## src/rtl/pc_gen.sv

```systemverilog
// Program-counter generator for the IF stage.
// Handles boot, flush/branch redirects and a one-entry buffered branch.
module pc_gen #(
    parameter int                       ADDR_W     = 32,
    parameter logic [ADDR_W-1:0]        RESET_PC   = '0,
    parameter int                       INST_BYTES = 4,
    parameter int                       STALL_W    = 6
) (
    input  logic                clk,
    input  logic                rst,
    input  logic [STALL_W-1:0]  stall,
    input  logic                if_ready_i,
    input  logic                flush_i,
    input  logic [ADDR_W-1:0]   flush_addr_i,
    input  logic                branch_flag_i,
    input  logic [ADDR_W-1:0]   branch_target_i,
    output logic [ADDR_W-1:0]   pc_o,
    output logic                ce_o,
    output logic                pending_o,
    output logic                misalign_o
);

    typedef enum logic [1:0] {
        BOOT = 2'd0,
        RUN  = 2'd1,
        HOLD = 2'd2
    } state_t;

    localparam logic [ADDR_W-1:0] STEP     = ADDR_W'(INST_BYTES);
    localparam logic [ADDR_W-1:0] LOW_MASK = STEP - ADDR_W'(1);

    state_t             state;
    logic [ADDR_W-1:0]  pend_pc;

    logic               advance;
    logic [ADDR_W-1:0]  flush_al;
    logic [ADDR_W-1:0]  br_al;
    logic               flush_mis;
    logic               br_mis;

    logic               do_flush;
    logic               do_br;
    logic               do_buf;
    logic               do_pend;
    logic               do_inc;

    // Only stall[0] matters to the PC; upper bits belong to later stages.
    logic               unused_stall;
    assign unused_stall = ^stall;

    assign advance   = ce_o & ~stall[0] & if_ready_i;
    assign flush_al  = flush_addr_i & ~LOW_MASK;
    assign br_al     = branch_target_i & ~LOW_MASK;
    assign flush_mis = |(flush_addr_i & LOW_MASK);
    assign br_mis    = |(branch_target_i & LOW_MASK);

    // One-hot decode of the redirect priority chain.
    always_comb begin
        do_flush = 1'b0;
        do_br    = 1'b0;
        do_buf   = 1'b0;
        do_pend  = 1'b0;
        do_inc   = 1'b0;
        if (flush_i) begin
            do_flush = 1'b1;
        end else if (branch_flag_i) begin
            do_br  = advance;
            do_buf = ~advance;
        end else if (advance) begin
            do_pend = (state == HOLD);
            do_inc  = (state == RUN);
        end
    end

    assign pending_o = (state == HOLD);

    always_ff @(posedge clk) begin
        if (rst) begin
            state      <= BOOT;
            pc_o       <= RESET_PC;
            pend_pc    <= RESET_PC;
            ce_o       <= 1'b0;
            misalign_o <= 1'b0;
        end else begin
            misalign_o <= 1'b0;
            unique case (state)
                BOOT: begin
                    ce_o  <= 1'b1;
                    state <= RUN;
                end
                default: begin
                    unique case (1'b1)
                        do_flush: begin
                            pc_o       <= flush_al;
                            misalign_o <= flush_mis;
                            state      <= RUN;
                        end
                        do_br: begin
                            pc_o       <= br_al;
                            misalign_o <= br_mis;
                            state      <= RUN;
                        end
                        do_buf: begin
                            pend_pc    <= br_al;
                            misalign_o <= br_mis;
                            state      <= HOLD;
                        end
                        do_pend: begin
                            pc_o  <= pend_pc;
                            state <= RUN;
                        end
                        do_inc: begin
                            pc_o <= pc_o + STEP;
                        end
                        default: begin
                        end
                    endcase
                end
            endcase
        end
    end

endmodule

```

## config.mk

```make
export PLATFORM = sky130hd
export DESIGN_NAME = pc_gen
export DESIGN_NICKNAME = d
export VERILOG_FILES = /design/src/rtl/pc_gen.sv
export SDC_FILE = /design/constraint.sdc
export NUM_CORES = 1
export LEC_CHECK = 0
export CAP_MARGIN = 20
export CORE_MARGIN = 3
export CORE_UTILIZATION = 30
export DETAILED_ROUTE_END_ITERATION = 10
export GPL_TIMING_DRIVEN = 0
export PLACE_DENSITY_LB_ADDON = 0.25
export SKIP_CTS_REPAIR_TIMING = 1
export SKIP_LAST_GASP = 1
export SYNTH_ARGS = -nofsm -noshare
export SYNTH_HDL_FRONTEND = slang
export SYNTH_SLANG_ARGS = --single-unit
```

## constraint.sdc

```tcl
create_clock -name clk -period 2.5 [get_ports clk]
set_input_delay 0.25 -clock clk [delete_from_list [all_inputs] [get_ports clk]]
set_output_delay 0.25 -clock clk [all_outputs]
set_load 0.05 [all_outputs]
```

==> reports/results.tsv, run 1 <==
stage	metric	value	unit
outcome	outcome	finished clean	
cts	clk_pin_slew_worst_paths	0.06	ns
power	irDropWorstVdd	0.286	mV
critical_path	crit_path_start_kind	flop	
synth	yosysTopAreaCell	dfxtp_1	
sta	maxSlewHeadroom	0.590	
layout	syn2layout_area_growth	42.0	%
cts	clk_path_buf_depth	2	
cts	cts_made_buffers	9	
critical_path	rrSetupSlack	0.17	ns
global_routing	grt_max_degree	13	
synth	synthArstFlopShare	0	
synth	synth-edff-count	0	
route	drcViolationCount	0	
layout	utilization	0.444	
synth	syn_inst	470	
route	viasPerCell	5.79	
critical_path	end_kind	output port	
worst_hold_path	whs_path_depth	2	
route	routed_wl	13700	um
synth	syn_area_per_cell	7.73	um2
sta	tns	0	ns
job	timing.max_cap.violations	0	
placed_design	dp.final_hpwl	10300	um
sta	period_share	0.941	
synth	ys_seq_elements	64	
floorplanning	rows	39	
layout	drive_gt1_frac	0.0748	
sta	setup_viol	0	
floorplanning	die_x	116	um
power	p_per_area	576	mW/mm2
power	power_leakage	1.84	nW
global_routing	first_global_vias	4056	
route	wire_per_inst	18.7	um
sta	finClkSkew	0.00729	ns
placed_design	port_buffers	101	
sta	fmax	0.425	GHz
critical_path	r2r_cells	7	
synth	yosysMostFrequentCell	nand2_1	
cts	cts_sinks	64	
sta	period_needed	2.35	ns
synth	synth_area	0.00363	mm2
floorplanning	die_height	116	um
sta	worst_pin_slew	0.616	ns
route	antenna_left	0	
layout	layout.nets	659	
global_routing	grt_usage	0.203	
floorplanning	floorplan.initialDensity	0.313	
synth	synth_top_area_frac	0.352	
critical_path	worst-endpoint-arrival	2.10	ns
worst_hold_path	hold_path_class	flop to flop	
worst_hold_path	hold_path.startpoint	pend_pc[6]$_SDFFE_PP0P_	
route	via_count	4231	
synth	yosysUniqueCellTypes	62	
sta	finalHoldViolCount	0	
layout	diodes	0	
synth	synth-main-ff-cell	dfxtp_1	
floorplanning	core_area	0.0116	mm2
critical_path	r2r_start	state[1]$_SDFFE_PP0P_	
placed_design	gp_routability_congestion	0.936	
sta	slew_viol_final	0	
route	drt-initial-drc-count	269	
floorplanning	ios	110	
cts	clk_latency	0.33	ns
global_routing	grt_overflow	0	
sta	rsz0062_at_grt	false	
synth	yosys_warnings	0	
cts	cts_tree	built	
critical_path	critical_path_class	flop to output port	
cts	cts_root_buf	clkbuf_16	
synth	synthTopCellsByCount	nand2_1, dfxtp_1, a21oi_1	
floorplanning	die_area	0.0135	mm2
worst_hold_path	min_to	pend_pc[6]$_SDFFE_PP0P_	
global_routing	antenna_found_initial	0	
global_routing	grt_pass1_wl	21300	um
route	firstDrtPassIters	5	
cts	cts.htree.levels	3	
synth	yosysSeqAreaShare	0.352	
critical_path	worstPathRequired	2.25	ns
critical_path	path_max_fanout	10	
synth	netlist_top_cells_area	dfxtp_1, nand2_1, a21oi_1	
critical_path	r2r-end	pc_o[19]$_SDFFE_PP0P_	
[sequential cells by signal, summed over array words and instances, names as in the netlist]
name        flops
pend_pc        30
misalign_o      1
state           2
ce_o            1
pc_o           30
[layout by cell type, fill, tap and decap left out, types with 11 or more instances in the layout]
cell type          n
o21ai_0           46
nor2_1            15
clkbuf_1          22
o21ai_1           15
nand3_1           15
a21oi_1           55
dfxtp_1           64
a221o_1           14
a31oi_1           11
clkdlybuf4s50_1  101
nand2_1           78
[stage by stage]
step	setup WS, ns	hold slack (ns)	std cells	power, mW	cell area (um2)
2_1_floorplan	0.0499	0.386	471	1.45	3640
3_3_place_gp	-0.367	0.441	715	1.72	4830
3_5_place_dp	-0.392	0.447	715	1.72	4830
4_1_cts	-0.0719	0.454	731	2.97	5130
5_1_grt	0.0479	0.477	731	3.08	5160
6_report	0.147	0.453	731	2.97	5160
[per-layer routing]
metal	track usage	vias to the layer above	part of all wire	routed length, um
li1	-	2011	-	-
met1	0.291	2042	0.47	6390
met5	0	-	0	0
met2	0.311	161	0.45	6140
met3	0.0298	17	0.064	877
met4	0.0681	0	0.019	261
[cell families after synthesis]
group,after synthesis,share of synthesized area
other,1,0.00103
adder cells (fa/ha/maj),1,0.00344
buffers and inverters,44,0.0499
AO/OA/AOI/OAI,197,0.347
multiplexers,1,0.00275
XOR/XNOR,4,0.00964
AND/OR/NAND/NOR,158,0.233
flip-flops,64,0.352
[final cells by class]
cell class / instances / area, um2
timing repair buffer: 101 / 1010
fill: 1191 / 6450
buffer: 34 / 146
multi-input combinational: 363 / 2210
inverter: 10 / 37.5
clock inverter: 7 / 72.6
tap: 143 / 179
sequential: 64 / 1280
clock buffer: 9 / 225
[critical path, cell delays in order (launching register included)]
cell	delay [ns]
dfxtp_1	0.30
buf_2	0.20
nor2b_1	0.39
clkdlybuf4s50_1	0.88
[worst max-delay path by stage]
| stage | end | from |
|---|---|---|
| 2_1_floorplan | pc_o[10]$_SDFFE_PP0P_ | state[1]$_SDFFE_PP0P_ |
| 3_5_place_dp | pc_o[22]$_SDFFE_PP0P_ | flush_i |
| 5_1_grt | pc_o[13]$_SDFFE_PP0P_ | stall[0] |
| 4_1_cts | pc_o[22]$_SDFFE_PP0P_ | flush_i |
| 6_report | pending_o | state[1]$_SDFFE_PP0P_ |
| 3_3_place_gp | pc_o[22]$_SDFFE_PP0P_ | flush_i |
[where the power goes]
group          leakage (nW)  total [mW]  switching [mW]  internal, mW
combinational          1.17       0.567           0.332         0.235
sequential            0.523        1.15          0.0694          1.08
clock                 0.141        1.26           0.487         0.771
(Power assumes the default switching activity.)
==> run 2: changes to the inputs <==
Settings changed: CORE_MARGIN 3 to 1.5.
==> reports/results.tsv, run 2 (same netlist as run 1, synthesis figures left out) <==
stage	metric	value	unit	change
floorplanning	die_area	0.0128	mm2	-5.1%
floorplanning	die_height	113	um	-2.6%
critical_path	slowest_delay	0.63	ns	-0.25 ns
critical_path	path_max_fanout	10		unchanged
sta	worst_pin_slew	0.683	ns	+0.0677 ns
cts	clk_latency	0.33	ns	about the same
placed_design	gp_routability_congestion	0.883		-5.7%
placed_design	port_buffers	101		unchanged
critical_path	end_kind	flop		
sta	period_share	0.975		+0.0337
power	p_per_area	600	mW/mm2	+4.2%
sta	period_needed	2.44	ns	+0.0843 ns
sta	finClkSkew	0.00645	ns	-0.000843 ns
route	antenna_left	0		unchanged
layout	drive_gt1_frac	0.0697		-0.00510
critical_path	slowest_stage	a221oi_1		
critical_path	r2r_start	state[1]$_SDFFE_PP0P_		
outcome	outcome	finished clean		
route	firstDrtPassIters	5		unchanged
floorplanning	die_x	113	um	-2.6%
critical_path	startpoint	state[1]$_SDFFE_PP0P_		
cts	cts_tree	built		
power	irDropWorstVdd	0.267	mV	-6.7%
worst_hold_path	hold_path_class	flop to flop		
cts	cts_sinks	64		unchanged
global_routing	antenna_found_initial	0		unchanged
floorplanning	ios	110		unchanged
layout	mostFrequentLayoutCell	clkdlybuf4s50_1		
sta	tns	0	ns	unchanged
cts	cts_made_buffers	9		unchanged
sta	fmax	0.410	GHz	-3.5%
floorplanning	core_area	0.0119	mm2	+2.6%
critical_path	path_cells	buf_2 > nor2b_1 > o31ai_1 > clkbuf_1 > a221oi_1 > a2bb2oi_1 > o21ai_1		
route	drt-initial-drc-count	307		+14%
power	power_leakage	1.84	nW	+0.27%
job	timing.max_cap.violations	0		unchanged
layout	stdcell_area	0.00518	mm2	+0.32%
layout	layout.nets	659		unchanged
critical_path	cp_num_buf_inv	2		unchanged
floorplanning	rows	40		+2.6%
critical_path	crit_path_start_kind	flop		
global_routing	grt_max_degree	14		+1
cts	cts.htree.levels	3		unchanged
sta	slew_viol_final	0		unchanged
sta	maxSlewHeadroom	0.544		-0.0451
layout	diodes	0		unchanged
sta	finalHoldViolCount	0		unchanged
layout	final_cell_mix	clkdlybuf4s50_1, nand2_1, dfxtp_1, a21oi_1, o21ai_0		
layout	syn2layout_area_growth	42.4	%	
route	viasPerCell	5.70		-1.5%
global_routing	grt_usage	0.214		+0.0117
route	drcViolationCount	0		unchanged
cts	cts_root_buf	clkbuf_16		
placed_design	placed_area	0.00483	mm2	+0.10%
sta	rsz0062_at_grt	true		
placed_design	dp.final_hpwl	10400	um	+0.44%
global_routing	grt_pass1_wl	21500	um	+0.94%
global_routing	grt_overflow	0		unchanged
sta	setup_viol	0		unchanged
power	p_total	3.11	mW	+4.5%
worst_hold_path	hold_path.startpoint	pend_pc[18]$_SDFFE_PP0P_		
floorplanning	floorplan.initialDensity	0.305		-0.00782
critical_path	worstPathRequired	2.70	ns	+0.45 ns
critical_path	worst-endpoint-arrival	2.64	ns	+0.54 ns
cts	clk_pin_slew_worst_paths	0.06	ns	about the same
critical_path	critical_path_class	flop to flop		
cts	clk_path_buf_depth	2		unchanged
route	routed_wl	13800	um	+0.62%
route	via_count	4192		-0.92%
layout	top_regs	pc_o (30), pend_pc (30), state (2)		
critical_path	critical-path-top-delay-family	compound AO/OA/AOI/OAI gates		
sta	holdWs	0.458	ns	+0.00460 ns
route	wire_per_inst	18.7	um	about the same
global_routing	first_global_vias	3848		-5.1%
==> run 2: final cells by class <==
cell class                      instances  area (um2)
Clock buffer                            9         225
Sequential cell                        64        1280
Fill cell                            1175        6740
Multi-Input combinational cell        363        2190
Tap cell                              147         184
Buffer                                 34         144
Clock inverter                          7         103
Inverter                               10        37.5
Timing Repair Buffer                  101        1010
==> run 2: final timing paths <==
| path | slack, ns | endpoint | cells after the start |
|---|---|---|---|
| max | 0.06 | pc_o[19]$_SDFFE_PP0P_ | 7 |
| min reg2reg | 0.46 | pend_pc[18]$_SDFFE_PP0P_ | 2 |
| max reg2reg | 0.06 | pc_o[19]$_SDFFE_PP0P_ | 7 |
| min | 0.46 | pend_pc[18]$_SDFFE_PP0P_ | 2 |
==> run 2: worst reg2reg max path, cell delays in order, from the launching register on <==
cell,delay [ns]
dfxtp_1,0.30
buf_2,0.19
nor2b_1,0.41
o31ai_1,0.17
clkbuf_1,0.29
a221oi_1,0.63
a2bb2oi_1,0.24
o21ai_1,0.08
==> run 2: per-layer routing <==
metal / GRT usage / vias to the layer above / share of wire
li1: - / 1999 / -
met5: 0 / - / 0
met2: 0.342 / 188 / 0.46
met1: 0.305 / 1996 / 0.45
met3: 0.0279 / 9 / 0.076
met4: 0.0592 / 0 / 0.010
==> run 2: through the flow <==
stage / cells / setup WS [ns] / utilization
3_3_place_gp: 719 / -0.388 / 0.406
2_1_floorplan: 471 / 0.0499 / -
4_1_cts: 735 / -0.126 / 0.433
3_5_place_dp: 719 / -0.456 / 0.406
6_report: 735 / 0.0626 / 0.435
5_1_grt: 735 / -0.0513 / 0.435
==> run 2: power by group <==
group,internal [mW],switching (mW)
combinational,0.233,0.329
clock,0.883,0.512
sequential,1.08,0.0711
total,2.19,0.912
==> run 3: changes to the inputs <==
Settings changed: SETUP_SLACK_MARGIN from default to 0.4, TNS_END_PERCENT from default to 1.
Clock period 2.5 ns to 2.58 ns, I/O delays scaled along.
==> reports/results.tsv, run 3 (same netlist as run 1, synthesis figures left out) <==
stage	metric	value	unit	change
floorplanning	die_x	113	um	unchanged
floorplanning	floorplan.initialDensity	0.305		unchanged
critical_path	slowest_delay	0.55	ns	-0.08 ns
critical_path	path_max_fanout	10		unchanged
route	drcViolationCount	0		unchanged
power	power_leakage	1.94	nW	+5.6%
layout	top_regs	pc_o (30), pend_pc (30), state (2)		
power	p_total	3.03	mW	-2.5%
placed_design	port_buffers	101		unchanged
route	wl_met2	6280	um	-1.7%
route	antenna_left	0		unchanged
floorplanning	ios	110		unchanged
worst_hold_path	hold_path_class	flop to flop		
cts	cts.htree.levels	3		unchanged
global_routing	antenna_found_initial	0		unchanged
sta	finalHoldViolCount	0		unchanged
placed_design	gp_routability_congestion	0.925		+4.9%
sta	setup_viol	0		unchanged
global_routing	grt_usage	0.212		-0.00211
critical_path	crit_path_start_kind	primary input		
global_routing	grt_max_degree	14		unchanged
worst_hold_path	hold_path.startpoint	pend_pc[27]$_SDFFE_PP0P_		
critical_path	worstPathRequired	2.80	ns	+0.10 ns
cts	cts_root_buf	clkbuf_16		
sta	fmax	0.448	GHz	
cts	cts_tree	built		
placed_design	dp.final_hpwl	10200	um	-1.6%
cts	cts_sinks	64		unchanged
layout	layout.nets	664		+0.76%
power	p_per_area	572	mW/mm2	-4.7%
route	via_count	4133		-1.4%
layout	final_cell_mix	clkdlybuf4s50_1, nand2_1, dfxtp_1, a21oi_1, o21ai_0		
layout	utilization	0.445		+0.0103
sta	period_needed	2.23	ns	
sta	maxSlewHeadroom	0.610		+0.0652
critical_path	worst-endpoint-arrival	2.45	ns	-0.19 ns
critical_path	r2r_start	state[0]$_SDFFE_PP0P_		
route	wire_per_inst	18.4	um	-1.9%
layout	mostFrequentLayoutCell	clkdlybuf4s50_1		
cts	clk_pin_slew_worst_paths	0.06	ns	about the same
job	timing.max_cap.violations	0		unchanged
route	drt-initial-drc-count	262		-15%
sta	period_share	0.865		
floorplanning	core_area	0.0119	mm2	unchanged
layout	syn2layout_area_growth	45.8	%	
global_routing	first_global_vias	3971		+3.2%
route	routed_wl	13600	um	-1.2%
sta	worst_pin_slew	0.581	ns	-0.102 ns
route	viasPerCell	5.59		-2.1%
critical_path	startpoint	flush_i		
layout	drive_gt1_frac	0.108		+0.0382
route	routed.top_layer	met4		
route	met1_length	6230	um	+0.68%
route	met3WireLength	978	um	-6.0%
global_routing	grt_pass1_wl	21100	um	-1.7%
sta	rsz0062_at_grt	true		
cts	clk_path_buf_depth	2		unchanged
layout	diodes	0		unchanged
cts	clk_latency	0.33	ns	about the same
critical_path	critical_path_class	primary input to flop		
floorplanning	die_area	0.0128	mm2	unchanged
critical_path	rrSetupSlack	0.44	ns	+0.38 ns
route	firstDrtPassIters	5		unchanged
critical_path	path_cells	clkdlybuf4s50_1 > buf_2 > and4bb_2 > o31ai_1 > clkbuf_2 > a222oi_1 > o31ai_1 > o2bb2ai_1		
power	irDropWorstVdd	0.344	mV	+29%
critical_path	crit_top_cell	o31ai_1		
sta	holdWs	0.452	ns	-0.00508 ns
global_routing	grt_overflow	0		unchanged
floorplanning	die_height	113	um	unchanged
cts	cts_made_buffers	9		unchanged
outcome	outcome	finished clean		
sta	slew_viol_final	0		unchanged
critical_path	slowest_stage	a222oi_1		
critical_path	end_kind	flop		
sta	finClkSkew	0.00640	ns	-0.0000540 ns
floorplanning	rows	40		unchanged
[run 3: changes by cell type in the layout (fill, tap and decap cells not counted), sizes merged]
cell | before | now
clkinv | 2 | 1
dlymetal6s2s | 0 | 1
inv | 12 | 13
buf | 10 | 15
clkdlybuf4s50 | 101 | 100
[run 3: area by class of cell]
type | instances | area [um2]
clock inverters | 7 | 103
clock buffers | 9 | 225
multi-input cells | 363 | 2260
inverters | 10 | 37.5
well taps | 147 | 184
flip-flops and latches | 64 | 1280
plain buffers | 34 | 154
repair buffers | 106 | 1050
fillers | 1195 | 6610
[run 3: where the power goes]
part	switching, mW	internal [mW]
Sequential	0.0698	1.04
Combinational	0.324	0.232
Clock	0.502	0.858
[run 3: final timing paths]
| kind | endpoint | cells after the start |
|---|---|---|
| max | pc_o[10]$_SDFFE_PP0P_ | 8 |
| min | pend_pc[27]$_SDFFE_PP0P_ | 2 |
| max reg2reg | pc_o[15]$_SDFFE_PP0P_ | 7 |
| min reg2reg | pend_pc[27]$_SDFFE_PP0P_ | 2 |
[run 3: layer usage]
layer,GRT usage,up-vias
met1,0.282,1965
li1,-,2010
met2,0.351,151
met5,0,-
met3,0.0466,7
met4,0.0533,0
[run 3: metrics by stage]
step	std cells	setup slack [ns]	setup TNS, ns	area, um2
final	740	0.347	0	5300
after global placement	719	-0.294	-4.69	4840
after global routing	740	0.276	0	5300
after floorplan	471	0.266	0	3640
after detailed placement	719	-0.297	-5.53	4840
after CTS	735	0.0284	0	5160
[run 3: worst max-delay path: cells and delay by family]
family | cells | cell delay, ns
AO/OA/AOI/OAI | 4 | 0.96
buffers and inverters | 3 | 0.86
AND/OR/NAND/NOR | 1 | 0.37
